<file path="src/rtl/mdio_phy_slave.sv">
// Clause 22 MDIO management slave clocked by MDC; decodes frames to one PHY address.
// Optional MDIO_PREAMBLE_SUPPRESS_EN: after a good frame, accept the next one after a 1-bit preamble.
module mdio_phy_slave #(
  parameter int unsigned PREAMBLE_LEN = 32,
  parameter logic [4:0]  DEF_PHY_ADDR = 5'd0
) (
  input  logic        clk,
  input  logic        rst_n,
  input  logic        mdi,
  output logic        mdo,
  output logic        mdo_en,
  input  logic [4:0]  phy_addr,
  input  logic        phy_addr_ovr,
  output logic [4:0]  reg_addr,
  output logic        reg_rd_en,
  input  logic [15:0] reg_rdata,
  output logic        reg_wr_en,
  output logic [15:0] reg_wdata,
  output logic        frame_err
);

  localparam logic [3:0] S_PRE   = 4'd0;
  localparam logic [3:0] S_ST    = 4'd1;
  localparam logic [3:0] S_OP    = 4'd2;
  localparam logic [3:0] S_PHYAD = 4'd3;
  localparam logic [3:0] S_REGAD = 4'd4;
  localparam logic [3:0] S_TA    = 4'd5;
  localparam logic [3:0] S_WDATA = 4'd6;
  localparam logic [3:0] S_RDATA = 4'd7;
  localparam logic [3:0] S_SKIP  = 4'd8;

  localparam logic [5:0] PRE_LEN = 6'(PREAMBLE_LEN);

  logic [3:0]  state_q, state_d;
  logic [5:0]  pre_cnt_q, pre_cnt_d;
  logic [4:0]  bit_cnt_q, bit_cnt_d;
  logic [1:0]  op_q, op_d;
  logic [3:0]  phy_q, phy_d;
  logic        ta_q, ta_d;
  logic [14:0] wsh_q, wsh_d;
  logic [15:0] rsh_q, rsh_d;
  logic        mdo_q, mdo_d;
  logic        mdo_en_q, mdo_en_d;
  logic [4:0]  reg_addr_q, reg_addr_d;
  logic        reg_rd_en_q, reg_rd_en_d;
  logic        reg_wr_en_q, reg_wr_en_d;
  logic [15:0] reg_wdata_q, reg_wdata_d;
  logic        frame_err_q, frame_err_d;

  logic [4:0]  sel_addr;
  logic [4:0]  phy_full;
  logic        is_read;
  logic [5:0]  pre_need;

  assign sel_addr = phy_addr_ovr ? phy_addr : DEF_PHY_ADDR;
  assign phy_full = {phy_q, mdi};
  assign is_read  = (op_q == 2'b10);

`ifdef MDIO_PREAMBLE_SUPPRESS_EN
  logic sup_q;
  logic frame_ok;
  logic addr_miss;

  assign frame_ok  = ((state_q == S_WDATA) && (bit_cnt_q == 5'd15)) ||
                     ((state_q == S_RDATA) && (bit_cnt_q == 5'd0));
  assign addr_miss = (state_q == S_PHYAD) && (bit_cnt_q == 5'd4) && (phy_full != sel_addr);
  assign pre_need  = sup_q ? 6'd1 : PRE_LEN;

  // Any error or foreign frame re-arms the full preamble requirement.
  always_ff @(posedge clk) begin
    if (!rst_n) begin
      sup_q <= 1'b0;
    end else if (frame_err_d || addr_miss) begin
      sup_q <= 1'b0;
    end else if (frame_ok) begin
      sup_q <= 1'b1;
    end
  end
`else
  assign pre_need = PRE_LEN;
`endif

  always_comb begin
    state_d     = state_q;
    pre_cnt_d   = pre_cnt_q;
    bit_cnt_d   = bit_cnt_q;
    op_d        = op_q;
    phy_d       = phy_q;
    ta_d        = ta_q;
    wsh_d       = wsh_q;
    rsh_d       = rsh_q;
    mdo_d       = mdo_q;
    mdo_en_d    = mdo_en_q;
    reg_addr_d  = reg_addr_q;
    reg_rd_en_d = 1'b0;
    reg_wr_en_d = 1'b0;
    reg_wdata_d = reg_wdata_q;
    frame_err_d = 1'b0;

    case (state_q)
      S_PRE: begin
        if (mdi) begin
          if (pre_cnt_q < PRE_LEN) pre_cnt_d = pre_cnt_q + 6'd1;
        end else if (pre_cnt_q >= pre_need) begin
          // This 0 is the first start bit.
          state_d   = S_ST;
          pre_cnt_d = 6'd0;
        end else begin
          pre_cnt_d = 6'd0;
        end
      end

      S_ST: begin
        if (mdi) begin
          state_d   = S_OP;
          bit_cnt_d = 5'd0;
        end else begin
          frame_err_d = 1'b1;
          state_d     = S_PRE;
          pre_cnt_d   = 6'd0;
        end
      end

      S_OP: begin
        op_d = {op_q[0], mdi};
        if (bit_cnt_q == 5'd1) begin
          if ((op_d == 2'b10) || (op_d == 2'b01)) begin
            state_d   = S_PHYAD;
            bit_cnt_d = 5'd0;
          end else begin
            frame_err_d = 1'b1;
            state_d     = S_SKIP;
            bit_cnt_d   = 5'd27;
          end
        end else begin
          bit_cnt_d = bit_cnt_q + 5'd1;
        end
      end

      S_PHYAD: begin
        phy_d = {phy_q[2:0], mdi};
        if (bit_cnt_q == 5'd4) begin
          if (phy_full == sel_addr) begin
            state_d   = S_REGAD;
            bit_cnt_d = 5'd0;
          end else begin
            state_d   = S_SKIP;
            bit_cnt_d = 5'd22;
          end
        end else begin
          bit_cnt_d = bit_cnt_q + 5'd1;
        end
      end

      S_REGAD: begin
        reg_addr_d = {reg_addr_q[3:0], mdi};
        if (bit_cnt_q == 5'd4) begin
          reg_rd_en_d = is_read;
          state_d     = S_TA;
          bit_cnt_d   = 5'd0;
        end else begin
          bit_cnt_d = bit_cnt_q + 5'd1;
        end
      end

      S_TA: begin
        if (is_read) begin
          // Bank answers one cycle after the strobe; the slave owns the line from here.
          if (bit_cnt_q == 5'd0) begin
            rsh_d     = reg_rdata;
            mdo_en_d  = 1'b1;
            mdo_d     = 1'b0;
            bit_cnt_d = 5'd1;
          end else begin
            mdo_d     = rsh_q[15];
            rsh_d     = {rsh_q[14:0], 1'b0};
            state_d   = S_RDATA;
            bit_cnt_d = 5'd15;
          end
        end else begin
          if (bit_cnt_q == 5'd0) begin
            ta_d      = mdi;
            bit_cnt_d = 5'd1;
          end else if ({ta_q, mdi} == 2'b10) begin
            state_d   = S_WDATA;
            bit_cnt_d = 5'd0;
          end else begin
            frame_err_d = 1'b1;
            state_d     = S_SKIP;
            bit_cnt_d   = 5'd15;
          end
        end
      end

      S_WDATA: begin
        wsh_d = {wsh_q[13:0], mdi};
        if (bit_cnt_q == 5'd15) begin
          reg_wdata_d = {wsh_q, mdi};
          reg_wr_en_d = 1'b1;
          state_d     = S_PRE;
          pre_cnt_d   = 6'd0;
        end else begin
          bit_cnt_d = bit_cnt_q + 5'd1;
        end
      end

      S_RDATA: begin
        if (bit_cnt_q == 5'd0) begin
          mdo_en_d  = 1'b0;
          mdo_d     = 1'b0;
          state_d   = S_PRE;
          pre_cnt_d = 6'd0;
        end else begin
          mdo_d     = rsh_q[15];
          rsh_d     = {rsh_q[14:0], 1'b0};
          bit_cnt_d = bit_cnt_q - 5'd1;
        end
      end

      S_SKIP: begin
        if (bit_cnt_q == 5'd0) begin
          state_d   = S_PRE;
          pre_cnt_d = 6'd0;
        end else begin
          bit_cnt_d = bit_cnt_q - 5'd1;
        end
      end

      default: begin
        state_d   = S_PRE;
        pre_cnt_d = 6'd0;
      end
    endcase
  end

  always_ff @(posedge clk) begin
    if (!rst_n) begin
      state_q     <= S_PRE;
      pre_cnt_q   <= 6'd0;
      bit_cnt_q   <= 5'd0;
      op_q        <= 2'b00;
      phy_q       <= 4'd0;
      ta_q        <= 1'b0;
      wsh_q       <= 15'd0;
      rsh_q       <= 16'd0;
      mdo_q       <= 1'b0;
      mdo_en_q    <= 1'b0;
      reg_addr_q  <= 5'd0;
      reg_rd_en_q <= 1'b0;
      reg_wr_en_q <= 1'b0;
      reg_wdata_q <= 16'd0;
      frame_err_q <= 1'b0;
    end else begin
      state_q     <= state_d;
      pre_cnt_q   <= pre_cnt_d;
      bit_cnt_q   <= bit_cnt_d;
      op_q        <= op_d;
      phy_q       <= phy_d;
      ta_q        <= ta_d;
      wsh_q       <= wsh_d;
      rsh_q       <= rsh_d;
      mdo_q       <= mdo_d;
      mdo_en_q    <= mdo_en_d;
      reg_addr_q  <= reg_addr_d;
      reg_rd_en_q <= reg_rd_en_d;
      reg_wr_en_q <= reg_wr_en_d;
      reg_wdata_q <= reg_wdata_d;
      frame_err_q <= frame_err_d;
    end
  end

  assign mdo       = mdo_q;
  assign mdo_en    = mdo_en_q;
  assign reg_addr  = reg_addr_q;
  assign reg_rd_en = reg_rd_en_q;
  assign reg_wr_en = reg_wr_en_q;
  assign reg_wdata = reg_wdata_q;
  assign frame_err = frame_err_q;

endmodule

</file>
<file path="config.mk">
export PLATFORM = sky130hd
export DESIGN_NAME = mdio_phy_slave
export DESIGN_NICKNAME = d
export VERILOG_FILES = /design/src/rtl/mdio_phy_slave.sv
export SDC_FILE = /design/constraint.sdc
export NUM_CORES = 1
export LEC_CHECK = 0
export ABC_AREA = 1
export CORE_UTILIZATION = 35
export DETAILED_ROUTE_END_ITERATION = 12
export PLACE_DENSITY = 0.59
export SLEW_MARGIN = 10
export SYNTH_ARGS = -nofsm -noshare
export SYNTH_HDL_FRONTEND = slang
export SYNTH_SLANG_ARGS = --single-unit
</file>
<file path="constraint.sdc">
create_clock -name clk -period 1.9 [get_ports clk]
set_input_delay 0.57 -clock clk [delete_from_list [all_inputs] [get_ports clk]]
set_output_delay 0.57 -clock clk [all_outputs]
set_load 0.03 [all_outputs]
</file>
==> qor.csv <==
metric;value;unit
drive_above_1_share;0.1407;
path_cells;buf_4 -> inv_1 -> buf_4 -> ha_1 -> or2_2 -> nand3_1 -> nand2_1 -> nor2_1 -> nand3_1 -> nand2_1 -> a21oi_1;
dr.pass1.iters;5;
clk_latency;0.35;ns
yosys-top-cells-area;dfxtp_1 (42%), nand2_1 (13%), nand3_1 (8.4%);
die-area;11160;µm²
critPathKind;register to register;
finish.utilization;0.4608;
fin_cells;740;
root_buffer;clkbuf_8;
status;complete, no violations;
power_switching;731.7;µW
routed_wl;8.986;mm
yosysUniqueCellTypes;33;
crit_path_start_kind;register;
power;3.082;mW
max_freq;558.7;MHz
start_util;0.3626;
worst_pin_slew;0.4664;ns
seqPwrFrac;0.537;
skew;0.005680;ns
post-synth-top-count-cell;nand2_1;
seq_area_frac_synth;0.4206;
diodes;0;
syn_area_per_cell;7.041;µm²
cts_sinks;79;
synthArstFlopShare;0;
cp_top_family;simple AND/OR/NAND/NOR gates;
synth_top_cell_by_area;dfxtp_1;
track_usage;0.1735;
fin_hold_ws;0.4636;ns
grt_pass1_wl;15.68;mm
antenna_found_initial;0;
synthFlopType;dfxtp_1;
switching_share;0.2374;
yosys-top-cells-count;nand2_1 (130), dfxtp_1 (79), nand3_1 (63);
clk_pin_slew_worst_paths;0.09;ns
cts_tree;yes;
period_share;0.9420;
syn_nets;566;
worstHoldPathType;register to register;
area_growth;27.09;%
ys_warn_count;0;
grt.busiest_layer;met2;
slew_headroom;0.6866;
gr-usage-met2;0.2661;
grt_pass1_vias;3387;
multi_input_comb_area;1974;µm²
setup_ws;0.1103;ns
grt_overflow;0;
cp-end-kind;register;
grt_use_met1;0.2383;
grt_setup_unrepaired;true;
die_w;105.6;µm
dp_hpwl;6.305;mm
grt_max_degree;61;
drc_errors;0;
clock_path_buffers;2;
mappedNetlistArea;3760;µm²
slowest_delay;0.38;ns
synth_top_area_frac;0.4206;
p_leak;2.171;nW
worst_ep_arrival_time;2.02;ns
synthCells;534;
die_height;105.6;µm
p_clk_frac;0.416;
maxCapViolations;0;
place_inst;722;
power_density;644.9;nW/µm²
core;10370;µm²
gr-usage-met3;0.05133;
ant_nets;0;
max-vdd-ir-drop;0.0003317;V
cts_buffers;9;
gp_congestion;0.9120;
nFillCells;1075;
vias_per_cell;4.870;
combPwrFrac;0.046;
cts_hold_buffers;0;
nNetsFinal;631;
place_ws;-0.3263;ns
io_buffers;50;
finalHoldViolations;0;
wire_per_inst;12.14;µm
drt-initial-drc-count;216;
path_buf_inv;3;
power.internal;2.350;mW
num_io_pins;51;
fp-row-count;37;
setup_viol;0;
vias;3604;
crit_fanout;4;
regArea;1589;µm²
cp_slowest_cell;dfxtp_4;
h-tree-depth;3;
synth-edff-count;0;
finalCriticalPeriod;1.790;ns
required;2.13;ns
ys_ff_latch;79;
slew_viol_final;0;
## final timing paths
path,cells past startpoint,end,slack (ns),startpoint
max,11,bit_cnt_q[2],0.11,bit_cnt_q[0]
min reg2reg,2,reg_wdata[12],0.46,wsh_q[11]
min,2,reg_wdata[12],0.46,wsh_q[11]
max reg2reg,11,bit_cnt_q[2],0.11,bit_cnt_q[0]
## power groups by stage
| stage | Clock [mW] | Sequential [mW] | Combinational (mW) |
|---|---|---|---|
| after global placement | 0 | 1.70 | 0.141 |
| after global routing | 1.42 | 1.66 | 0.160 |
| after detailed placement | 0 | 1.70 | 0.143 |
| final | 1.28 | 1.66 | 0.143 |
| after CTS | 1.33 | 1.66 | 0.144 |
| after floorplan | 0 | 1.70 | 0.0650 |
## cells in the final DEF (no fill, tap or decap), types with 3 or more instances in the layout
master	netlist	layout
nand2_1	130	127
dfxtp_1	79	77
nand3_1	63	62
nor2_1	57	54
o21ai_0	53	53
inv_1	33	33
dlygate4sd2_1	0	26
a21oi_1	25	24
buf_4	5	24
clkdlybuf4s50_1	0	21
a31oi_1	15	15
clkbuf_8	0	9
nand2_2	6	8
nor2_2	6	7
inv_2	7	6
nor2_4	3	5
nor3_1	5	5
inv_6	0	5
ha_1	7	5
xor2_1	4	4
o21ai_2	2	3
## state kept, by name (all words and copies together) (netlist names)
name       count
reg_rd_en      1
mdo            1
ta_q           1
mdo_en         1
state_q        4
reg_addr       5
frame_err      1
wsh_q         15
bit_cnt_q      5
phy_q          4
reg_wdata     16
reg_wr_en      1
rsh_q         16
pre_cnt_q      6
op_q           2
## cells by family (layout without fill, tap and decap cells)
kind of cell / Yosys count / in the layout / share of synthesized area
fa+ha+maj: 7 / 7 / 0.02329
buf+inv: 63 / 132 / 0.07288
simple gates: 278 / 279 / 0.3248
xor+xnor: 5 / 5 / 0.01165
flops: 79 / 79 / 0.4206
compound gates: 102 / 102 / 0.1468
## per-layer routing
| metal | part of all wire | wire length, µm |
|---|---|---|
| met5 | 0 | 0 |
| met2 | 0.44 | 3947 |
| met1 | 0.51 | 4558 |
| met4 | 0.0081 | 73 |
| met3 | 0.045 | 407 |
## what timing repair did
action	4_1_cts	5_1_grt
cloned	0	1
pin swaps	0	6
gates resized for setup	28	21
endpoints found under the setup margin	40	47
setup buffers	0	1
## area by class of cell
type,instances,area share
timing repair buffer,76,0.1440
inverter,40,0.03247
sequential,79,0.3325
clock inverter,7,0.01623
tap,136,0.03561
multi-input combinational,393,0.4132
clock buffer,9,0.02592
## worst min-delay path, stage by stage (launching register included)
cell,delay (ns)
dfxtp_1,0.33
nand2_1,0.06
nand2_1,0.04
## per-stage QoR
stage          TNS [ns]  cell area [µm²]
6_report              0             4778
5_1_grt        -0.02378             4778
4_1_cts               0             4690
3_5_place_dp     -3.786             4514
3_3_place_gp     -3.120             4514
2_1_floorplan         0             3760
Power figures use the tool's default switching activity.
==> patch 1 (same settings) <==
Add a define of `MDIO_PREAMBLE_SUPPRESS_EN`.
--- a/src/rtl/mdio_phy_slave.sv
+++ b/src/rtl/mdio_phy_slave.sv
@@ -1,5 +1,7 @@
 // Clause 22 MDIO management slave clocked by MDC; decodes frames to one PHY address.
 // Optional MDIO_PREAMBLE_SUPPRESS_EN: after a good frame, accept the next one after a 1-bit preamble.
+`define MDIO_PREAMBLE_SUPPRESS_EN
+
 module mdio_phy_slave #(
   parameter int unsigned PREAMBLE_LEN = 32,
   parameter logic [4:0]  DEF_PHY_ADDR = 5'd0
Check against the original RTL: no difference found for any inputs over 10 cycles, from zero or initial values and one cycle with rst_n low; that may be too few to reach the edited logic, so the function may still have changed.
==> patch 1 against the original RTL <==
  * Synthesized cell count is 5.4% higher
  * Setup slack better by 0.023 ns
  * Critical endpoint is now state_q[1]$_SDFFE_PN0P_
  * Total power is 2.5% higher
  * Cell count is 5.1% higher
  * Wire length is 9.0% higher
  * Clock power is 5% higher
  * Area after synthesis is 4.4% higher
  * Sequential cell count is 1 higher
  * Design area is 3.8% higher
==> patch 1: results (changes against the original RTL) <==
Route
  – Via count: 3894 (was 3604)
  – Met3 WL post-DR: 355 um (was 407 um)
  – Met2 wire len: 4.49 mm (was 3.95 mm)
  – Post-DR wirelength/cell: 12.6 um (was 12.1 um)
  – Initial DRC count: 197 (was 216)

GRT
  – Met2 Use GR: 0.302 (was 0.266)
  – Vias in the first global route: 3632 (was 3387)
  – Global-route usage over all layers: 0.184 (was 0.173)
  – First-pass GRT wire length: 17.0 mm (was 15.7 mm)
  – Met1 GRT Util: 0.238 (about the same)
  – Met3 Usage GRT: 0.0387 (was 0.0513)

Logic synthesis
  – Compound-cell area share of the yosys netlist: 0.160 (was 0.147)
  – Post-synthesis sequential area ratio: 0.408 (was 0.421)
  – Post-Synth XOR/XNOR Area: 0.0178 (was 0.0116)
  – Netlist cell types: 32 (was 33)
  – Post-synth top cells: nand2_1, dfxtp_1, nor2_1, o21ai_0, nand3_1 (was nand2_1, dfxtp_1, nand3_1, nor2_1, o21ai_0)
  – Synthesized-area fraction occupied by adder cells: 0.0255 (was 0.0233)
  – Ranking of synthesized cells by area: dfxtp_1, nand2_1, o21ai_0 (was dfxtp_1, nand2_1, nand3_1)

Status
  – Outcome: completed (unchanged)

Place
  – Routability Congestion: 0.881 (was 0.912)
  – DP Cell Count: 761 (was 722)
  – Area after DPL: 4750 um^2 (was 4510 um^2)
  – DP Wirelength: 7.23 mm (was 6.31 mm)

Layout
  – Layout Nets: 666 (was 631)
  – Post-route insts no fill: 778 (was 740)
  – Fill count: 1111 (was 1075)

Timing
  – Post-route setup slack: 0.133 ns (was 0.110 ns)
  – Clock skew: 0.00919 ns (was 0.00568 ns)
  – Slew @ Worst Pin: 0.390 ns (was 0.466 ns)
  – Hold slack final: 0.455 ns (was 0.464 ns)

Power and ir drop
  – PwrDens: 637 nW/um^2 (was 645 nW/um^2)
  – Switching Share: 0.227 (was 0.237)

Setup path
  – Slowest-stage cell, CP: dfxtp_2 (was dfxtp_4)
  – Worst path max stage delay: 0.35 ns (was 0.38 ns)
  – Crit path from: bit_cnt_q[1]$_SDFFE_PN0P_ (was bit_cnt_q[0]$_SDFFE_PN0P_)

Hold path
  – Min-delay src: wsh_q[2]$_SDFFE_PN0P_ (was wsh_q[11]$_SDFFE_PN0P_)
patch 1: changes by cell type in the layout (fill, tap and decap cells not counted), moves of 3 or more:
cell             before  now
a21oi_1              24   42
buf_4                24   31
clkdlybuf4s50_1      21   24
inv_1                33   42
inv_2                 6    9
inv_6                 5    1
nand2_1             127  132
nand3_1              62   51
nand4_1               2    8
patch 1: timing repair:
item,CTS,global route
endpoints found under the setup margin,26,32
pin swaps,0,1
setup buffers,0,1
cloned,0,0
resized for setup,26,10
patch 1: cell families (layout without fill, tap and decap cells):
logic type | count (synthesis) | in the layout
xor gates and xnor gates | 8 | 8
DFF | 80 | 80
and+or+nand+nor | 274 | 274
adders and majority gates | 8 | 8
AOI/OAI and AO/OA | 117 | 117
buffers and inverters | 76 | 151
patch 1: final cells by class:
type                    count  area (um^2)  area share
flip-flops and latches     80         1600       0.323
multi-input cells         407         2030       0.409
well taps                 140          175      0.0353
clock inverters             5         63.8      0.0129
repair buffers             83          741       0.149
clock buffers              11          151      0.0305
inverters                  52          198      0.0399
==> patch 2 (same flow settings) <==
Made on the original files. Add an input register stage for `mdi`, `phy_addr`, `phy_addr_ovr` and `reg_rdata`, cleared by the reset; this delays them by one clock.
--- a/src/rtl/mdio_phy_slave.sv
+++ b/src/rtl/mdio_phy_slave.sv
@@ -31,6 +31,25 @@
 
   localparam logic [5:0] PRE_LEN = 6'(PREAMBLE_LEN);
 
+  logic mdi_q;
+  logic [4:0] phy_addr_q;
+  logic phy_addr_ovr_q;
+  logic [15:0] reg_rdata_q;
+
+  always_ff @(posedge clk) begin
+    if (!rst_n) begin
+      mdi_q          <= '0;
+      phy_addr_q     <= '0;
+      phy_addr_ovr_q <= '0;
+      reg_rdata_q    <= '0;
+    end else begin
+      mdi_q          <= mdi;
+      phy_addr_q     <= phy_addr;
+      phy_addr_ovr_q <= phy_addr_ovr;
+      reg_rdata_q    <= reg_rdata;
+    end
+  end
+
   logic [3:0]  state_q, state_d;
   logic [5:0]  pre_cnt_q, pre_cnt_d;
   logic [4:0]  bit_cnt_q, bit_cnt_d;
@@ -52,8 +71,8 @@
   logic        is_read;
   logic [5:0]  pre_need;
 
-  assign sel_addr = phy_addr_ovr ? phy_addr : DEF_PHY_ADDR;
-  assign phy_full = {phy_q, mdi};
+  assign sel_addr = phy_addr_ovr_q ? phy_addr_q : DEF_PHY_ADDR;
+  assign phy_full = {phy_q, mdi_q};
   assign is_read  = (op_q == 2'b10);
 
 `ifdef MDIO_PREAMBLE_SUPPRESS_EN
@@ -99,7 +118,7 @@
 
     case (state_q)
       S_PRE: begin
-        if (mdi) begin
+        if (mdi_q) begin
           if (pre_cnt_q < PRE_LEN) pre_cnt_d = pre_cnt_q + 6'd1;
         end else if (pre_cnt_q >= pre_need) begin
           // This 0 is the first start bit.
@@ -111,7 +130,7 @@
       end
 
       S_ST: begin
-        if (mdi) begin
+        if (mdi_q) begin
           state_d   = S_OP;
           bit_cnt_d = 5'd0;
         end else begin
@@ -122,7 +141,7 @@
       end
 
       S_OP: begin
-        op_d = {op_q[0], mdi};
+        op_d = {op_q[0], mdi_q};
         if (bit_cnt_q == 5'd1) begin
           if ((op_d == 2'b10) || (op_d == 2'b01)) begin
             state_d   = S_PHYAD;
@@ -138,7 +157,7 @@
       end
 
       S_PHYAD: begin
-        phy_d = {phy_q[2:0], mdi};
+        phy_d = {phy_q[2:0], mdi_q};
         if (bit_cnt_q == 5'd4) begin
           if (phy_full == sel_addr) begin
             state_d   = S_REGAD;
@@ -153,7 +172,7 @@
       end
 
       S_REGAD: begin
-        reg_addr_d = {reg_addr_q[3:0], mdi};
+        reg_addr_d = {reg_addr_q[3:0], mdi_q};
         if (bit_cnt_q == 5'd4) begin
           reg_rd_en_d = is_read;
           state_d     = S_TA;
@@ -167,7 +186,7 @@
         if (is_read) begin
           // Bank answers one cycle after the strobe; the slave owns the line from here.
           if (bit_cnt_q == 5'd0) begin
-            rsh_d     = reg_rdata;
+            rsh_d     = reg_rdata_q;
             mdo_en_d  = 1'b1;
             mdo_d     = 1'b0;
             bit_cnt_d = 5'd1;
@@ -179,9 +198,9 @@
           end
         end else begin
           if (bit_cnt_q == 5'd0) begin
-            ta_d      = mdi;
+            ta_d      = mdi_q;
             bit_cnt_d = 5'd1;
-          end else if ({ta_q, mdi} == 2'b10) begin
+          end else if ({ta_q, mdi_q} == 2'b10) begin
             state_d   = S_WDATA;
             bit_cnt_d = 5'd0;
           end else begin
@@ -193,9 +212,9 @@
       end
 
       S_WDATA: begin
-        wsh_d = {wsh_q[13:0], mdi};
+        wsh_d = {wsh_q[13:0], mdi_q};
         if (bit_cnt_q == 5'd15) begin
-          reg_wdata_d = {wsh_q, mdi};
+          reg_wdata_d = {wsh_q, mdi_q};
           reg_wr_en_d = 1'b1;
           state_d     = S_PRE;
           pre_cnt_d   = 6'd0;
Behaviour: same outputs for any inputs over 10 cycles, from zero or initial values and one cycle with rst_n low; that may be too few to reach the edited logic, so the function may still have changed.
==> patch 2 against the original RTL <==
  * Utilization shrank 1.7 points
  * Wire length grew 13%
  * Sequential cell count increased by 23
  * Clock power up 70%
  * Total power is 46% higher
  * Setup slack gained 0.068 ns
  * Area after synthesis increased by 22%
  * Critical path type unchanged
  * Design area is 18% higher
  * Maximum frequency is 4.0% higher
  * Synthesized cell count up 17%
==> patch 2: results (changes against the original RTL) <==
Setup path
  – Crit path max fanout: 8 (was 4)
  – R2r worst-path depth: 10 (was 11)
  – Worst R2R Setup Slack: 0.18 ns (was 0.11 ns)

Timing
  – Hold slack final: 0.463 ns (was 0.464 ns)
  – FMAX: 581 MHz (was 559 MHz)
  – Slew @ Worst Pin: 0.398 ns (was 0.466 ns)

Route
  – Post-DR wirelength/cell: 11.9 um (was 12.1 um)
  – Initial DRC count: 238 (was 216)
  – Via count: 4033 (was 3604)
  – Met3 WL post-DR: 404 um (was 407 um)
  – M1 WL: 4.90 mm (was 4.56 mm)

Logic synthesis
  – Netlist cell types: 36 (was 33)
  – Compound-cell area share of the yosys netlist: 0.145 (was 0.147)
  – Syn Nets: 657 (was 566)
  – Ranking of synthesized cells by area: dfxtp_1, nand2_1, nand3_1 (unchanged)

Place
  – DP Cell Count: 836 (was 722)
  – Area after DPL: 5270 um^2 (was 4510 um^2)
  – DP Wirelength: 7.30 mm (was 6.31 mm)
  – Routability Congestion: 0.918 (was 0.912)
  – Pre-CTS setup slack: 0.0501 ns (was -0.326 ns)

Power and ir drop
  – Pint: 3.64 mW (was 2.35 mW)

Layout
  – Proportion of layout cells with a drive suffix above 1: 0.109 (was 0.141)

Status
  – Outcome: completed (unchanged)

GRT
  – Met1 GRT Util: 0.208 (was 0.238)
  – Met2 Use GR: 0.259 (was 0.266)
  – Met3 Usage GRT: 0.0384 (was 0.0513)

CTS
  – Clk slew on worst S/H paths: 0.07 ns (was 0.09 ns)

Hold path
  – Hold endpoint: reg_wdata[1]$_SDFFE_PN0P_ (was reg_wdata[12]$_SDFFE_PN0P_)
patch 2: cell types whose count changed after synthesis, sizes merged, moves of 6 or more:
| cell | before | now |
|---|---|---|
| inv | 40 | 71 |
| clkbuf | 7 | 14 |
| nand2 | 136 | 155 |
| nor2 | 66 | 60 |
| a21oi | 25 | 41 |
| dfxtp | 79 | 102 |
patch 2: repair_timing:
action | CTS | global route
cloned | 0 | 0
endpoints found under the hold margin | 0 | 0
buffers inserted | 0 | 0
resized for setup | 24 | 8
endpoints found under the setup margin | 24 | 19
pin swaps | 0 | 2
patch 2: final cells by class:
| type | count | area (um^2) |
|---|---|---|
| timing repair buffer | 69 | 638 |
| sequential | 102 | 2040 |
| fill | 1273 | 7040 |
| tap | 172 | 215 |
| inverter | 71 | 267 |
| clock inverter | 4 | 98.8 |
| clock buffer | 12 | 267 |
| multi-input combinational | 422 | 2100 |
